$ cat src/rtl/prm_oblgc_scan.sv
`default_nettype none
// prm_oblgc_scan: walks an inclusive edge-code range through a combinational
// obstacle checker and packs its edge_mask replies into words on a valid/ready stream.
module prm_oblgc_scan #(
  parameter int CODE_W = 15,
  parameter int WORD_W = 32,
  parameter int ADDR_W = 10
) (
  input  logic              CLK,
  input  logic              RST,
  input  logic              start,
  input  logic [CODE_W-1:0] start_code,
  input  logic [CODE_W-1:0] end_code,
  output logic [CODE_W-1:0] chk_code,
  input  logic              chk_mask,
  output logic              word_valid,
  input  logic              word_ready,
  output logic [WORD_W-1:0] word_data,
  output logic [ADDR_W-1:0] word_addr,
  output logic              busy,
  output logic              done,
  output logic              err,
  output logic [CODE_W:0]   hit_count
);

  localparam int IDX_W = (WORD_W > 1) ? $clog2(WORD_W) : 1;

  typedef enum logic [1:0] {
    IDLE = 2'd0,
    SCAN = 2'd1,
    EMIT = 2'd2,
    DONE = 2'd3
  } state_t;

  state_t            state;
  state_t            state_nx;
  logic [CODE_W-1:0] end_r;
  logic [IDX_W-1:0]  bit_idx;
  logic              last;

  logic range_bad;
  logic scan_end;
  logic at_end;

  assign range_bad = (end_code < start_code);
  assign at_end    = (chk_code == end_r);
  assign scan_end  = (bit_idx == IDX_W'(WORD_W - 1)) || at_end;

  always_ff @(posedge CLK or posedge RST) begin
    if (RST) state <= IDLE;
    else     state <= state_nx;
  end

  always_comb begin
    state_nx   = state;
    word_valid = 1'b0;
    busy       = 1'b1;
    done       = 1'b0;
    case (state)
      IDLE: begin
        busy = 1'b0;
        if (start) state_nx = range_bad ? DONE : SCAN;
      end
      SCAN: begin
        if (scan_end) state_nx = EMIT;
      end
      EMIT: begin
        word_valid = 1'b1;
        if (word_ready) state_nx = last ? DONE : SCAN;
      end
      DONE: begin
        done     = 1'b1;
        state_nx = IDLE;
      end
      default: state_nx = IDLE;
    endcase
  end

  // word_data is the pack register itself, so it holds steady across an EMIT stall.
  always_ff @(posedge CLK or posedge RST) begin
    if (RST) begin
      chk_code  <= '0;
      end_r     <= '0;
      bit_idx   <= '0;
      last      <= 1'b0;
      word_data <= '0;
      word_addr <= '0;
      err       <= 1'b0;
      hit_count <= '0;
    end else begin
      case (state)
        IDLE: begin
          if (start) begin
            end_r     <= end_code;
            bit_idx   <= '0;
            last      <= 1'b0;
            word_data <= '0;
            word_addr <= '0;
            hit_count <= '0;
            err       <= range_bad;
            if (!range_bad) chk_code <= start_code;
          end
        end
        SCAN: begin
          word_data[bit_idx] <= chk_mask;
          hit_count          <= hit_count + (CODE_W+1)'(chk_mask);
          if (scan_end) begin
            last <= at_end;
          end else begin
            chk_code <= chk_code + CODE_W'(1);
            bit_idx  <= bit_idx + IDX_W'(1);
          end
        end
        EMIT: begin
          if (word_ready) begin
            word_data <= '0;
            bit_idx   <= '0;
            word_addr <= word_addr + ADDR_W'(1);
            // The final code is never incremented, so chk_code cannot wrap past the top.
            if (!last) chk_code <= chk_code + CODE_W'(1);
          end
        end
        default: ;
      endcase
    end
  end

endmodule
`default_nettype wire

$ cat config.mk
export PLATFORM = sky130hd
export DESIGN_NAME = prm_oblgc_scan
export DESIGN_NICKNAME = d
export VERILOG_FILES = /design/src/rtl/prm_oblgc_scan.sv
export SDC_FILE = /design/constraint.sdc
export NUM_CORES = 1
export LEC_CHECK = 0
export ABC_AREA = 1
export BUFFER_PORTS_ARGS = -buffer_cell sky130_fd_sc_hd__clkbuf_2
export CORE_MARGIN = 2
export CORE_UTILIZATION = 56
export CTS_CLUSTER_DIAMETER = 30
export DETAILED_ROUTE_END_ITERATION = 7
export GPL_TIMING_DRIVEN = 0
export MAX_ROUTING_LAYER = met4
export PLACE_DENSITY_LB_ADDON = 0.25
export SYNTH_ARGS = -nofsm -noshare
export SYNTH_HDL_FRONTEND = slang
export SYNTH_SLANG_ARGS = --single-unit
$ cat constraint.sdc
create_clock -name CLK -period 3.55 [get_ports CLK]
set_input_delay 0.5325 -clock CLK [delete_from_list [all_inputs] [get_ports CLK]]
set_output_delay 0.5325 -clock CLK [all_outputs]
set_load 0.02 [all_outputs]
==> run metrics <==
final WL about 14 mm; Iter 0 DRT Violations 476; Max-Cap Viols 0; layout cell share with drive strength beyond 1 16.56%; Post-synth ARST share 100.0%; Syn Nets 870; Ant. Diodes 0; initial antenna violation count 0; gpl congestion 0.8759; CTS tree built; maximum clock frequency 0.4151 GHz; met1 WL 6.576 mm; period utilization 67.87%; Post-synth top flop dfrtp_1; Post-CTS Resized 0; Die Y between 100 and 150 µm; Max Clock Skew 0.01230 ns; clock sinks between 90 and 100; Layout area overhead 16.80%; required time of the worst setup path between 3 and 4 ns; flops & latches, synth 97; fillcell total 924; Congestion Overflow GR 0; pwr dens 705.6 nW/µm²; clk buf depth 2; CP endpoint kind flip-flop; count of final hold-check violations 0; clk root buf clkbuf_8; largest net degree at the start of global routing between 50 and 60; # setup viols final 0; Skew-Pair Late Insertion Delay 0.37 ns; LEAKAGE roughly 0.0035 µW; type of origin of the critical path flip-flop; Post CTS Setup Buffer Count 0; initial core utilization 57.01%; Mean Syn Cell Area between 7 and 8 µm²; clock-pin slew on the worst setup and hold paths 0.10 ns; Hold Crit Class input port to asynchronous set/reset pin; IO Port Bufs 111; clock group share of total power 17.1%; Yosys cell types 35; register area share after synthesis 41.61%; # hold bufs at CTS 0; final std cells w/o fill 1072; WL/cell 13.52 µm; GRT Util Overall a little over a quarter; Final nets 993; Flop pwr share between 30% and 40%; DIE AREA 11250 µm²; Worst R2R Path Depth 8; met2 wire len just under 7 mm; maximum VDD drop 384.7 µV; Die X 106.1 µm; number of flops mapped to enable cells by yosys 0; Arr. time, crit path 2.62 ns; post-layout util 66.59%; total CTS buffers 9; top post-synthesis cells by area dfrtp_1 42%, nand2_1 16%, inv_1 8.2%; # DRC 0; Ports ~110; Post-DRT Antenna Nets 0; Internal 2530 µW; H-tree lvl count 3; placed cell count 1056; Sw Pwr roughly 2300 µW; Slew Viols, Final 0; worst slew pin tran approximately 0.6 ns; via count between 5k and 6k; Crit Path Class flip-flop to flip-flop; Yosys top cell area share 41.61%; top sig layer met4; Mapped Cells about 810; Syn. warnings 0; Comb power frac between 40% and 50%; min cycle time layout 2.409 ns; met3 wire length 828 µm; top cell type by total area after synthesis dfrtp_1; Initial DRT Pass Iterations 5; status complete, no violations; crit path max fanout 10; Post-Syn Area 5833 µm²; Core ar. 10230 µm²; Sw Ratio 47.37%; vias per inst about 5.3; Rows 37; post-DP HPWL 10.60 mm; slew margin rel. 60.50%; vias in the first global route 5051; first-pass GRT wire length 24.17 mm; RSZ-0062 raised after global routing no
## synthesized netlist by cell type (6+ instances only)
| master | count |
|---|---|
| nand2_1 | 241 |
| inv_1 | 128 |
| dfrtp_1 | 97 |
| a21oi_1 | 49 |
| nor2_1 | 48 |
| o21ai_0 | 48 |
| nand3_1 | 34 |
| o22ai_1 | 32 |
| ha_1 | 27 |
| nand4_1 | 27 |
| nor3_1 | 15 |
| buf_1 | 8 |
| buf_2 | 8 |
| clkbuf_1 | 8 |
| o31ai_1 | 6 |
## final timing paths
path	to	start	slack, ns
max reg2reg	end_r[4]	state[0]	1.14
min in group CLK	end_r[1]	end_code[1]	0.39
max	end_r[4]	state[0]	1.14
min reg2reg	last	last	0.49
min	word_addr[9]	RST	0.22
max in group asynchronous	end_r[4]	RST	2.66
## metrics by stage
step / total power, µW / setup slack [ns] / setup TNS [ns] / hold WS [ns] / cell area [µm²]
floorplan: 3308 / 0.4838 / 0 / 0.4511 / 5833
global placement: 3924 / -0.6940 / -66.55 / 0.4707 / 6559
detailed placement: 3975 / 1.021 / 0 / 0.4761 / 6589
CTS: 4806 / 1.111 / 0 / 0.2351 / 6813
global route: 5194 / 0.9578 / 0 / 0.2714 / 6813
finish: 4807 / 1.141 / 0 / 0.2217 / 6813
## cells by family (layout without fill, tap and decap cells)
| logic type | count (synthesis) | count (layout) | synth area share [%] |
|---|---|---|---|
| and+or+nand+nor | 382 | 382 | 28.12 |
| DFF | 97 | 97 | 41.61 |
| AOI/OAI and AO/OA | 140 | 140 | 13.15 |
| xor gates and xnor gates | 4 | 4 | 0.6007 |
| buffers and inverters | 158 | 286 | 10.73 |
| adders and majority gates | 27 | 27 | 5.791 |
## final cells by class
cell class / instances / area (µm²) / area share, %
Tap cell: 136 / 170.2 / 2.498
Inverter: 131 / 494.2 / 7.254
Multi-Input combinational cell: 553 / 2780 / 40.81
Sequential cell: 97 / 2427 / 35.63
Timing Repair Buffer: 112 / 583.1 / 8.558
Clock buffer: 9 / 123.9 / 1.818
Buffer: 27 / 133.9 / 1.965
Clock inverter: 7 / 100.1 / 1.469
## flip-flops by register name, summed over array words and instances (netlist names)
signal / count
bit_idx: 5
hit_count: 16
err: 1
word_addr: 10
state: 2
chk_code: 15
word_data: 32
end_r: 15
last: 1
## worst max-delay path, stage by stage (launching register included)
cell      delay (ns)
dfrtp_1         0.41
inv_1           0.08
ha_1            0.20
buf_6           0.14
nand2_1         0.28
clkinv_1        0.46
clkbuf_1        0.40
nand2_1         0.15
o21ai_0         0.12
## layout by cell type, fill, tap and decap left out, types with 27 or more instances in the layout
cell,netlist,final
o21ai_0,48,48
nand3_1,34,34
clkbuf_2,0,111
ha_1,27,27
a21oi_1,49,49
o22ai_1,32,32
nand4_1,27,27
nand2_1,241,241
inv_1,128,127
nor2_1,48,48
dfrtp_1,97,97
## power groups by stage
stage          Combinational [µW]  Clock [µW]  Sequential, µW
5_1_grt                      2690         874            1630
4_1_cts                      2380         833            1590
3_5_place_dp                 2360           0            1610
2_1_floorplan                1610           0            1690
6_report                     2390         821            1590
3_3_place_gp                 2320           0            1610
## layer usage
metal	global-route usage (%)	vias up
met4	6.767	0
met5	-	-
met1	37.84	2636
met3	3.924	21
met2	42.90	174
li1	-	2864
Note: power is estimated with default switching activity, not from simulation.
